**config.mk**
```make
export PLATFORM = sky130hd
export DESIGN_NAME = i2c_slave_core_flat
export DESIGN_NICKNAME = d
export VERILOG_FILES = /design/src/rtl/i2c_slave_pkg.sv /design/src/rtl/i2c_slave_if.sv /design/src/rtl/i2c_slave_sync.sv /design/src/rtl/i2c_slave_core.sv /design/src/flat_wrapper.sv
export SDC_FILE = /design/constraint.sdc
export NUM_CORES = 1
export LEC_CHECK = 0
export ABC_AREA = 1
export CAP_MARGIN = 20
export CORE_ASPECT_RATIO = 0.7
export CORE_MARGIN = 4
export CORE_UTILIZATION = 55
export CTS_CLUSTER_SIZE = 20
export DETAILED_ROUTE_END_ITERATION = 10
export PLACE_DENSITY = 0.86
export SLEW_MARGIN = 20
export SYNTH_ARGS = -nofsm -noshare
export SYNTH_HDL_FRONTEND = slang
export SYNTH_SLANG_ARGS = --single-unit
```
**constraint.sdc**
```tcl
create_clock -name wb_clk_i -period 1.8 [get_ports wb_clk_i]
set_input_delay 0.27 -clock wb_clk_i [delete_from_list [all_inputs] [get_ports wb_clk_i]]
set_output_delay 0.27 -clock wb_clk_i [all_outputs]
set_load 0.01 [all_outputs]
```
**src/rtl/i2c_slave_pkg.sv**
```systemverilog
// Shared types and constants for the I2C slave core.
package i2c_slave_pkg;

  localparam logic [6:0] SLAVE_ADDR_DEF = 7'h10;

  // Values seen on SDA during the ACK bit; a released line reads as NACK.
  localparam logic ACK_BIT  = 1'b0;
  localparam logic NACK_BIT = 1'b1;

  typedef enum logic [3:0] {
    ST_IDLE,
    ST_ADDR,
    ST_ADDR_ACK,
    ST_PTR,
    ST_PTR_ACK,
    ST_WDATA,
    ST_WDATA_ACK,
    ST_RDATA,
    ST_RDATA_ACK,
    ST_WAIT_STOP
  } state_t;

endpackage

```
**src/rtl/i2c_slave_if.sv**
```systemverilog
// Pad and host-port bundle of the I2C slave core.
interface i2c_slave_if #(
  parameter int PTR_W = 3
);
  logic             scl_pad_i;
  logic             scl_pad_o;
  logic             scl_padoen_o;
  logic             sda_pad_i;
  logic             sda_pad_o;
  logic             sda_padoen_o;
  logic [PTR_W-1:0] reg_adr_i;
  logic [7:0]       reg_dat_i;
  logic             reg_we_i;
  logic [7:0]       reg_dat_o;
  logic             wr_stb_o;
  logic [PTR_W-1:0] wr_adr_o;
  logic             busy_o;

  modport slave (
    input  scl_pad_i, sda_pad_i, reg_adr_i, reg_dat_i, reg_we_i,
    output scl_pad_o, scl_padoen_o, sda_pad_o, sda_padoen_o,
           reg_dat_o, wr_stb_o, wr_adr_o, busy_o
  );

  modport master (
    output scl_pad_i, sda_pad_i, reg_adr_i, reg_dat_i, reg_we_i,
    input  scl_pad_o, scl_padoen_o, sda_pad_o, sda_padoen_o,
           reg_dat_o, wr_stb_o, wr_adr_o, busy_o
  );

endinterface

```
**src/rtl/i2c_slave_sync.sv**
```systemverilog
// Two-flop synchronizer plus history flop for one bus line; yields level and edges.
module i2c_slave_sync (
  input  logic gclk,
  input  logic grst_n,
  input  logic d,
  output logic lvl,
  output logic rise,
  output logic fall
);

  logic [1:0] sync_q;
  logic       hist_q;

  // Idle I2C lines are high, so everything resets to 1 to avoid a fake edge.
  always_ff @(posedge gclk or negedge grst_n) begin
    if (!grst_n) begin
      sync_q <= 2'b11;
      hist_q <= 1'b1;
    end else begin
      sync_q <= {sync_q[0], d};
      hist_q <= sync_q[1];
    end
  end

  assign lvl  = sync_q[1];
  assign rise = sync_q[1] & ~hist_q;
  assign fall = ~sync_q[1] & hist_q;

endmodule

```
**src/rtl/i2c_slave_core.sv**
```systemverilog
// I2C slave with a byte-addressed register file shared with a local host port.
module i2c_slave_core
  import i2c_slave_pkg::*;
#(
  parameter logic [6:0] SLAVE_ADDR = SLAVE_ADDR_DEF,
  parameter int         PTR_W      = 3
) (
  input  logic       wb_clk_i,
  input  logic       arst_i,
  i2c_slave_if.slave bus
);

  localparam int DEPTH = 1 << PTR_W;

  // Index 0 is SCL, index 1 is SDA.
  logic [1:0] pad_in, lvl, rise, fall;

  assign pad_in = {bus.sda_pad_i, bus.scl_pad_i};

  for (genvar i = 0; i < 2; i++) begin : g_sync
    i2c_slave_sync u_sync (
      .gclk  (wb_clk_i),
      .grst_n(arst_i),
      .d     (pad_in[i]),
      .lvl   (lvl[i]),
      .rise  (rise[i]),
      .fall  (fall[i])
    );
  end

  logic scl_rise, scl_fall, sda_lvl, start_c, stop_c;
  assign scl_rise = rise[0];
  assign scl_fall = fall[0];
  assign sda_lvl  = lvl[1];
  assign start_c  = fall[1] & lvl[0];
  assign stop_c   = rise[1] & lvl[0];

  state_t                   state;
  logic [2:0]               bit_cnt;
  logic [7:0]               sreg;
  logic [PTR_W-1:0]         ptr;
  logic                     rw;
  logic                     phase;     // ACK states: ACK driven / master ACK seen
  logic                     sda_oe_n;
  logic                     wr_stb;
  logic [PTR_W-1:0]         wr_adr;
  logic                     busy;
  logic [7:0]               reg_dat;
  logic [DEPTH-1:0][7:0]    mem;

  logic [7:0] byte_in;
  logic       last_bit;
  logic       i2c_we;

  assign byte_in  = {sreg[6:0], sda_lvl};
  assign last_bit = (bit_cnt == 3'd7);
  // START/STOP take priority, so a commit is suppressed in that cycle.
  assign i2c_we   = (state == ST_WDATA) & scl_rise & last_bit & ~start_c & ~stop_c;

  // Protocol FSM: bus conditions first, then per-state bit handling.
  always_ff @(posedge wb_clk_i or negedge arst_i) begin
    if (!arst_i) begin
      state    <= ST_IDLE;
      bit_cnt  <= '0;
      sreg     <= '0;
      ptr      <= '0;
      rw       <= 1'b0;
      phase    <= 1'b0;
      sda_oe_n <= 1'b1;
      wr_stb   <= 1'b0;
      wr_adr   <= '0;
      busy     <= 1'b0;
    end else begin
      wr_stb <= 1'b0;
      if (start_c) begin
        state    <= ST_ADDR;
        bit_cnt  <= '0;
        phase    <= 1'b0;
        sda_oe_n <= 1'b1;
      end else if (stop_c) begin
        state    <= ST_IDLE;
        phase    <= 1'b0;
        sda_oe_n <= 1'b1;
        busy     <= 1'b0;
      end else begin
        case (state)
          ST_ADDR: if (scl_rise) begin
            sreg    <= byte_in;
            bit_cnt <= bit_cnt + 3'd1;
            if (last_bit) begin
              if (byte_in[7:1] == SLAVE_ADDR) begin
                rw    <= byte_in[0];
                busy  <= 1'b1;
                state <= ST_ADDR_ACK;
              end else begin
                busy  <= 1'b0;
                state <= ST_WAIT_STOP;
              end
            end
          end
          ST_PTR: if (scl_rise) begin
            sreg    <= byte_in;
            bit_cnt <= bit_cnt + 3'd1;
            if (last_bit) begin
              ptr   <= byte_in[PTR_W-1:0];
              state <= ST_PTR_ACK;
            end
          end
          ST_WDATA: if (scl_rise) begin
            sreg    <= byte_in;
            bit_cnt <= bit_cnt + 3'd1;
            if (last_bit) begin
              wr_stb <= 1'b1;
              wr_adr <= ptr;
              ptr    <= ptr + 1'b1;
              state  <= ST_WDATA_ACK;
            end
          end
          // First fall: pull SDA low. Second fall: ACK clock done, move on.
          ST_ADDR_ACK, ST_PTR_ACK, ST_WDATA_ACK: if (scl_fall) begin
            if (!phase) begin
              phase    <= 1'b1;
              sda_oe_n <= ACK_BIT;
            end else begin
              phase    <= 1'b0;
              sda_oe_n <= NACK_BIT;
              if (state == ST_ADDR_ACK && rw) begin
                sreg     <= mem[ptr];
                sda_oe_n <= mem[ptr][7];
                state    <= ST_RDATA;
              end else if (state == ST_ADDR_ACK) begin
                state <= ST_PTR;
              end else begin
                state <= ST_WDATA;
              end
            end
          end
          // Present the next bit on each fall; the 8th fall hands SDA back.
          ST_RDATA: if (scl_fall) begin
            if (last_bit) begin
              sda_oe_n <= NACK_BIT;
              bit_cnt  <= '0;
              state    <= ST_RDATA_ACK;
            end else begin
              sreg     <= {sreg[6:0], sreg[7]};
              sda_oe_n <= sreg[6];
              bit_cnt  <= bit_cnt + 3'd1;
            end
          end
          // Sample master ACK on rise; next byte goes out on the following fall.
          ST_RDATA_ACK: begin
            if (scl_rise && !phase) begin
              ptr <= ptr + 1'b1;
              if (sda_lvl == ACK_BIT) phase <= 1'b1;
              else                    state <= ST_WAIT_STOP;
            end else if (scl_fall && phase) begin
              phase    <= 1'b0;
              sreg     <= mem[ptr];
              sda_oe_n <= mem[ptr][7];
              state    <= ST_RDATA;
            end
          end
          default: ;
        endcase
      end
    end
  end

  // Register file: an I2C commit overrides a host write to the same index.
  always_ff @(posedge wb_clk_i or negedge arst_i) begin
    if (!arst_i) begin
      mem <= '0;
    end else begin
      if (bus.reg_we_i) mem[bus.reg_adr_i] <= bus.reg_dat_i;
      if (i2c_we)       mem[ptr]           <= byte_in;
    end
  end

  // Registered host read port.
  always_ff @(posedge wb_clk_i or negedge arst_i) begin
    if (!arst_i) reg_dat <= '0;
    else         reg_dat <= mem[bus.reg_adr_i];
  end

  assign bus.scl_pad_o    = 1'b0;
  assign bus.scl_padoen_o = 1'b1;
  assign bus.sda_pad_o    = 1'b0;
  assign bus.sda_padoen_o = sda_oe_n;
  assign bus.reg_dat_o    = reg_dat;
  assign bus.wr_stb_o     = wr_stb;
  assign bus.wr_adr_o     = wr_adr;
  assign bus.busy_o       = busy;

endmodule
```
**src/flat_wrapper.sv**
```systemverilog
// flat-port wrapper written by rule: the top's interface ports become plain ports
module i2c_slave_core_flat import i2c_slave_pkg::*;
#(
  parameter logic [6:0] SLAVE_ADDR = SLAVE_ADDR_DEF,
  parameter int         PTR_W      = 3
)
  (wb_clk_i, arst_i, bus_scl_pad_i, bus_sda_pad_i, bus_reg_adr_i, bus_reg_dat_i, bus_reg_we_i, bus_scl_pad_o, bus_scl_padoen_o, bus_sda_pad_o, bus_sda_padoen_o, bus_reg_dat_o, bus_wr_stb_o, bus_wr_adr_o, bus_busy_o);
  i2c_slave_if #(.PTR_W(PTR_W)) bus_i ();
  input  logic wb_clk_i;
  input  logic arst_i;
  input wire logic [$bits(bus_i.scl_pad_i)-1:0] bus_scl_pad_i;
  input wire logic [$bits(bus_i.sda_pad_i)-1:0] bus_sda_pad_i;
  input wire logic [$bits(bus_i.reg_adr_i)-1:0] bus_reg_adr_i;
  input wire logic [$bits(bus_i.reg_dat_i)-1:0] bus_reg_dat_i;
  input wire logic [$bits(bus_i.reg_we_i)-1:0] bus_reg_we_i;
  output wire logic [$bits(bus_i.scl_pad_o)-1:0] bus_scl_pad_o;
  output wire logic [$bits(bus_i.scl_padoen_o)-1:0] bus_scl_padoen_o;
  output wire logic [$bits(bus_i.sda_pad_o)-1:0] bus_sda_pad_o;
  output wire logic [$bits(bus_i.sda_padoen_o)-1:0] bus_sda_padoen_o;
  output wire logic [$bits(bus_i.reg_dat_o)-1:0] bus_reg_dat_o;
  output wire logic [$bits(bus_i.wr_stb_o)-1:0] bus_wr_stb_o;
  output wire logic [$bits(bus_i.wr_adr_o)-1:0] bus_wr_adr_o;
  output wire logic [$bits(bus_i.busy_o)-1:0] bus_busy_o;
  assign bus_i.scl_pad_i = bus_scl_pad_i;
  assign bus_i.sda_pad_i = bus_sda_pad_i;
  assign bus_i.reg_adr_i = bus_reg_adr_i;
  assign bus_i.reg_dat_i = bus_reg_dat_i;
  assign bus_i.reg_we_i = bus_reg_we_i;
  assign bus_scl_pad_o = bus_i.scl_pad_o;
  assign bus_scl_padoen_o = bus_i.scl_padoen_o;
  assign bus_sda_pad_o = bus_i.sda_pad_o;
  assign bus_sda_padoen_o = bus_i.sda_padoen_o;
  assign bus_reg_dat_o = bus_i.reg_dat_o;
  assign bus_wr_stb_o = bus_i.wr_stb_o;
  assign bus_wr_adr_o = bus_i.wr_adr_o;
  assign bus_busy_o = bus_i.busy_o;
  i2c_slave_core #(.SLAVE_ADDR(SLAVE_ADDR), .PTR_W(PTR_W)) u_core (.wb_clk_i(wb_clk_i), .arst_i(arst_i), .bus(bus_i));
endmodule
```
* Word-level counts from Yosys, hierarchy flattened
Index checks and enable logic that the tools add are counted.
** Word-level totals
- Input port bits :: 16
- Word-level logic and storage cells :: 192
- Register bits after elaboration :: 104
- Output and inout bits :: 17
** Cells by class
- Reductions and logical operators :: 26
- Equal/unequal tests :: 41
- Bitwise logic cells :: 16
- Muxes and demuxes :: 80
- $lt $le $gt $ge :: 4
- Add/subtract/negate cells :: 2
** Operators with widths (number)
- 64-bit bitwise mux :: 2
- 64-bit two-way mux :: 2
- 8-bit two-way mux :: 12
- 4-bit two-way mux :: 17
- 8-bit binary-select mux with 3-bit select :: 2
- 8-bit demux with 3-bit select :: 2
- 4-bit by 1-bit != test with 1-bit output (second input constant) :: 11
- 3-bit two-way mux :: 11
- 8-bit one-hot mux with 4 select lines :: 1
- 1-bit two-way mux :: 26
- 2-bit by 1-bit != test with 1-bit output (second input constant) :: 12
- 4-bit one-hot mux with 6 select lines :: 1
- 4-bit by 3-bit == test with 1-bit output (second input constant) :: 4
- 13-bit AND reduction :: 1
- 4-bit AND reduction :: 3
- 11-bit AND reduction :: 1
- 1-bit AND :: 10
- 5-bit by 3-bit != test with 1-bit output (second input constant) :: 2
- 5-bit AND reduction :: 2
- 3-bit one-hot mux with 3 select lines :: 1
- 4-bit by 2-bit == test with 1-bit output (second input constant) :: 2
- 3-bit by 4-bit less-than comparator with 1-bit output (second input constant) :: 2
- 8-bit AND reduction :: 1
- 4-bit nonzero test :: 2
- other kinds (22) :: 39

* Longest topological paths before layout
- Word-level depth :: 8
- Mapped depth :: 12
- Mapped depth without buffers :: 11

* Modules after synthesis
Synthesis repeated with hierarchy kept, for this count alone.
** Second synthesis, totals
- Cell total of the unflattened synthesis :: 884
- Area total of the unflattened synthesis :: 6313.6 µm²
** By module, submodules not included
- i2c_slave_core :: cells an instance 870, seq. area each 2453.6 µm², area each 6125.9 µm², instances 1
- i2c_slave_sync :: cells an instance 7, seq. area each 78.8 µm², area each 93.8 µm², instances 2

* Worst setup path before layout
No wires, ideal clock.
- Path type :: flip-flop to flip-flop
- Start point :: register u_core.g_sync[0].u_sync.sync_q[1]
- End point :: register u_core.mem[46] (netlist name)
- Slack :: 73 ps
- Data required time :: 1665 ps
- Data arrival time :: 1591 ps
- Clock period less this slack :: 1727 ps
- Library setup time :: 135 ps
- Path buffers :: 1
- Stages on the path, launching flop included :: 11
- Cells stage by stage :: dfstp_2 -> nand2_1 -> inv_1 -> nand2_1 -> nor2_8 -> nand2_8 -> nor2_8 -> nand2_4 -> buf_6 -> nand2_1 -> o21ai_2
** On the way
- Longest elaborated chain between the ends :: 6
- Elaborated cells between the ends (all ways) :: 10
- Those cells by class :: 1 x mux; 9 x bitwise
** RTL lines
- from (decl) :: line i2c_slave_sync.sv:11 : logic [1:0] sync_q;
- from (signal assigned) :: line i2c_slave_sync.sv:20 : sync_q <= {sync_q[0], d};
- 1-bit AND :: line i2c_slave_sync.sv:26 : assign rise = sync_q[1] & ~hist_q;
- 1-bit AND (3 in series) :: line i2c_slave_core.sv:58 : assign i2c_we = (state == ST_WDATA) & scl_rise & last_bit & ~start_c & ~stop_c;
- 1-bit AND (*) :: line i2c_slave_core.sv:58
- 64-bit two-way mux (*) :: line i2c_slave_core.sv:175 : if (i2c_we) mem[ptr] <= byte_in;
- to (signal, indexed assignment) :: line i2c_slave_core.sv:174 : if (bus.reg_we_i) mem[bus.reg_adr_i] <= bus.reg_dat_i;
- to (signal, indexed assignment) :: line i2c_slave_core.sv:175
- to (decl) :: line i2c_slave_core.sv:49 : logic [DEPTH-1:0][7:0] mem;
Mark *: on every way between the ends. The rest lies on a longest branch, timed or not.
A chain may end at the register's enable or synchronous reset.

* Final worst setup path
- Start point :: register u_core.g_sync[0].u_sync.sync_q[1]
- End point :: register u_core.phase
** On the way
- Longest elaborated chain between the ends :: 6
- Elaborated cells between the ends (all ways) :: 16
- Those cells by class :: 3 x eq/ne; 4 x mux; 5 x bitwise; 4 x reduce/logical
** RTL lines
- 1-bit AND :: line i2c_slave_sync.sv:26
- 1-bit logical AND :: line i2c_slave_core.sv:152 : if (scl_rise && !phase) begin
- 1-bit two-way mux :: line i2c_slave_core.sv:152
- 1-bit one-hot mux with 2 select lines :: line i2c_slave_core.sv:86 : case (state)
- 1-bit two-way mux :: line i2c_slave_core.sv:80 : end else if (stop_c) begin
- 1-bit two-way mux :: line i2c_slave_core.sv:75 : if (start_c) begin
- to (signal assigned) :: line i2c_slave_core.sv:78 : phase <= 1'b0;
- to (signal assigned) :: line i2c_slave_core.sv:82 : phase <= 1'b0;
- to (signal assigned) :: line i2c_slave_core.sv:154 : if (sda_lvl == ACK_BIT) phase <= 1'b1;
- to (decl) :: line i2c_slave_core.sv:43 : logic phase;
Parallel ways exist; a longest one is shown, timed or not.

==> results.tsv <==
metric	value	unit
run_status	finished clean	
clock_tree.buffer_depth	2	
num_cts_buffers	9	
route.antenna.remaining_nets	0	
antenna_found_initial	0	
reg2reg_setup_slack	0.005	ns
fillCellCount	833	
layout.cells.most_common_list	287 x sky130_fd_sc_hd__nand2_1, 118 x sky130_fd_sc_hd__o21ai_0, 92 x sky130_fd_sc_hd__dfrtp_1	
io_pins	33	
placeableCoreArea	0.01121	mm2
placementRows	32	
utilization_after_layout	73.79	%
route.vias.total	7071	
grt.total_usage	31.69	%
netlist_instances	902	
period_minus_slack	1.795	ns
switching_share	44.37	%
clk_root_buffer_cell	sky130_fd_sc_hd__clkbuf_16	
rsz_0062_raised_after_global_routing	true	
post_synth_num_cell_types	34	
critPathCaptureType	flip-flop	
finalSetupViolations	0	
number_of_warnings_issued_by_yosys	0	
layout.nets	1029	
max_cap_viol_count	0	
power.share.sequential	30.5	%
timing.reg2reg.worst_path_depth	10	
hold_path.class	input pin to flip-flop	
final_min_period_over_clock_period	99.75	%
antenna_cells	0	
synth_area_per_cell	7.098	um2
floorplan.die.height	98.27	um
tritoncts_num_sinks	104	
finalHoldViolCount	0	
grt_start_max_net_pins	41	
synth_edf_count	0	
global_route_wire_length_before_repair	33.03	mm
clock_power_share	20.2	%
sequential_share_of_the_synthesized_area	40.79	%
grt_pass1_vias	6150	
timing_worst_slew_pin_value	0.5337	ns
avgViaCountPerCell	6.054	
detail_route.drc_violations	0	
timing.clock.skew	0.009048	ns
path_class	flip-flop to flip-flop	
combinational_power_share	49.3	%
timing.hold.ws	0.3232	ns
area.growth.synth_to_final	29.22	%
avgRoutedWirePerCell	19.54	um
asyncSetResetFlopFracSynth	100.0	%
drive_gt1_share	23.05	%
place_hpwl	15.33	mm
congestion_overflow_gr	0	
die_w	137.0	um
worst_skew_pair.late_latency	0.35	ns
synth_ff_type	sky130_fd_sc_hd__dfrtp_1	
worst-endpoint-arrival	2.04	ns
h_tree_level_count	3	
source_of_the_worst_register_to_register_timing_path	u_core.g_sync[0].u_sync.sync_q[1]	
min-delay-start	bus_scl_pad_i	
cp-start-kind	flip-flop	
clkSlewWorstSetupHoldPaths	0.07	ns
hold_path_end	u_core.g_sync[0].u_sync.sync_q[0]	
timing.critical_path.required	2.04	ns
total_die_area	0.01346	mm2
cp_max_fo	8	
drt_wl_total	22.82	mm
power.static_leakage	4.031	nW
power.internal	0.006271	W
timing_max_transition_violations_final	0	
yosys_register_bits	104	
drt-pass1-iter-count	6	
detail_route.iter0.violations	1222	
slew_headroom	64.38	%
worst_hold_path.num_cells	1	
r2r-end	u_core.phase	
cts_tree	yes	
port-buffer-count	29	
synth_area	0.006402	mm2
total_switching_power	0.005002	W
layout_commonest_cell	sky130_fd_sc_hd__nand2_1	
fmaxAchievable	0.5570	GHz
initial_utilization	57.11	%
finalWeightedCongestion	0.9808	
power_density	1363	mW/mm2
vdd_ir_drop_max	0.7481	mV
==> power by group through the flow <==
stage	Combinational, W	Clock [W]	Sequential [W]
4_1_cts	0.00472	0.00228	0.00335
6_report	0.00556	0.00228	0.00344
2_1_floorplan	0.00290	0	0.00327
3_5_place_dp	0.00466	0	0.00338
5_1_grt	0.00603	0.00237	0.00349
3_3_place_gp	0.00458	0	0.00337
==> synthesized netlist by cell type, types with 6 or more instances <==
| library cell | n | area, um2 |
|---|---|---|
| sky130_fd_sc_hd__o211ai_1 | 11 | 82.58 |
| sky130_fd_sc_hd__nand3_1 | 59 | 295.3 |
| sky130_fd_sc_hd__o21ai_2 | 26 | 227.7 |
| sky130_fd_sc_hd__nor2_1 | 59 | 221.5 |
| sky130_fd_sc_hd__buf_6 | 7 | 78.83 |
| sky130_fd_sc_hd__o21ai_1 | 29 | 145.1 |
| sky130_fd_sc_hd__dfrtp_1 | 97 | 2427 |
| sky130_fd_sc_hd__a21oi_1 | 32 | 160.2 |
| sky130_fd_sc_hd__nand2_1 | 303 | 1137 |
| sky130_fd_sc_hd__nor2_2 | 6 | 37.54 |
| sky130_fd_sc_hd__dfstp_2 | 7 | 183.9 |
| sky130_fd_sc_hd__o21ai_0 | 121 | 605.6 |
| sky130_fd_sc_hd__nand2_4 | 8 | 90.09 |
| sky130_fd_sc_hd__inv_1 | 76 | 285.3 |
| sky130_fd_sc_hd__clkbuf_1 | 16 | 60.06 |
| sky130_fd_sc_hd__buf_2 | 8 | 40.04 |
==> layer usage <==
layer | global-route usage, % | vias up | share of wire, %
met3 | 13.03 | 90 | 16
li1 | - | 3159 | -
met4 | 8.742 | 0 | 3.3
met2 | 41.92 | 556 | 41
met1 | 47.38 | 3266 | 40
met5 | 0 | - | 0
==> repair_timing <==
item	in CTS	in global routing
hold endpoints to repair	25	0
gates cloned	0	6
setup buffers	0	15
resized for setup	8	92
pin swaps	1	27
endpoints found under the setup margin	64	72
hold buffers	1	0
==> worst max-delay path: stages (launching register included) <==
cell	delay, ns
sky130_fd_sc_hd__dfstp_2	0.57
sky130_fd_sc_hd__buf_6	0.13
sky130_fd_sc_hd__nand2_4	0.05
sky130_fd_sc_hd__nor2_4	0.15
sky130_fd_sc_hd__nor2_4	0.09
sky130_fd_sc_hd__buf_6	0.15
sky130_fd_sc_hd__buf_8	0.14
sky130_fd_sc_hd__nand2_2	0.06
sky130_fd_sc_hd__nand4_1	0.16
sky130_fd_sc_hd__nand2_1	0.14
sky130_fd_sc_hd__o21ai_2	0.06
==> flip-flops by register name (all words and copies together), names as in the netlist <==
register and cells:
u_core.g_sync.u_sync.sync_q 4, u_core.bus.busy_o 1, u_core.bus.reg_dat_o 8, u_core.mem 64
u_core.g_sync.u_sync.hist_q 2, u_core.sreg 8, u_core.ptr 3, u_core.bus.wr_adr_o 3
u_core.rw 1, u_core.phase 1, u_core.bus.wr_stb_o 1, u_core.bit_cnt 3
u_core.state 4, u_core.bus.sda_padoen_o 1
==> kinds of logic after synthesis <==
logic type | Yosys count | share of synthesized area [%]
AO/OA/AOI/OAI | 224 | 19.64
adder cells (fa/ha/maj) | 3 | 0.5863
buffers and inverters | 116 | 8.071
flip-flops | 104 | 40.79
multiplexers | 2 | 0.3127
other | 2 | 0.1173
AND/OR/NAND/NOR | 451 | 30.49
==> worst max path at each step <==
stage | from | endpoint | cells past startpoint
final | u_core.g_sync[0].u_sync.sync_q[1] | u_core.phase | 10
after global routing | u_core.state[0] | u_core.mem[10] | 10
after CTS | u_core.bit_cnt[0] | u_core.mem[10] | 9
after detailed placement | bus_reg_adr_i[1] | u_core.mem[32] | 9
after global placement | bus_reg_adr_i[2] | u_core.bus.reg_dat_o[0] | 9
after floorplan | u_core.g_sync[0].u_sync.sync_q[1] | u_core.mem[46] | 10
==> final cells by class <==
type / count / area (um2) / area share, %
clock buffer: 13 / 250.2 / 3.025
clock inverter: 3 / 90.09 / 1.089
inverter: 79 / 302.8 / 3.660
multi-input combinational: 687 / 3652 / 44.15
sequential: 104 / 2618 / 31.64
tap: 153 / 191.4 / 2.314
timing repair buffer: 128 / 1164 / 14.07
timing repair inverter: 1 / 5.005 / 0.06050
==> per-stage QoR <==
step	area (um2)	std cells	power, W	setup WS, ns	TNS, ns
after detailed placement	7356	1130	0.008045	-0.2116	-6.422
final	8273	1168	0.01127	0.004529	0
after global routing	8273	1168	0.01189	-0.07223	-1.087
after floorplan	6406	903	0.006166	0.07336	0
after CTS	7721	1147	0.01035	-0.01656	-0.01980
after global placement	7356	1130	0.007954	-0.1126	-2.360
Power figures use the tool's default switching activity.
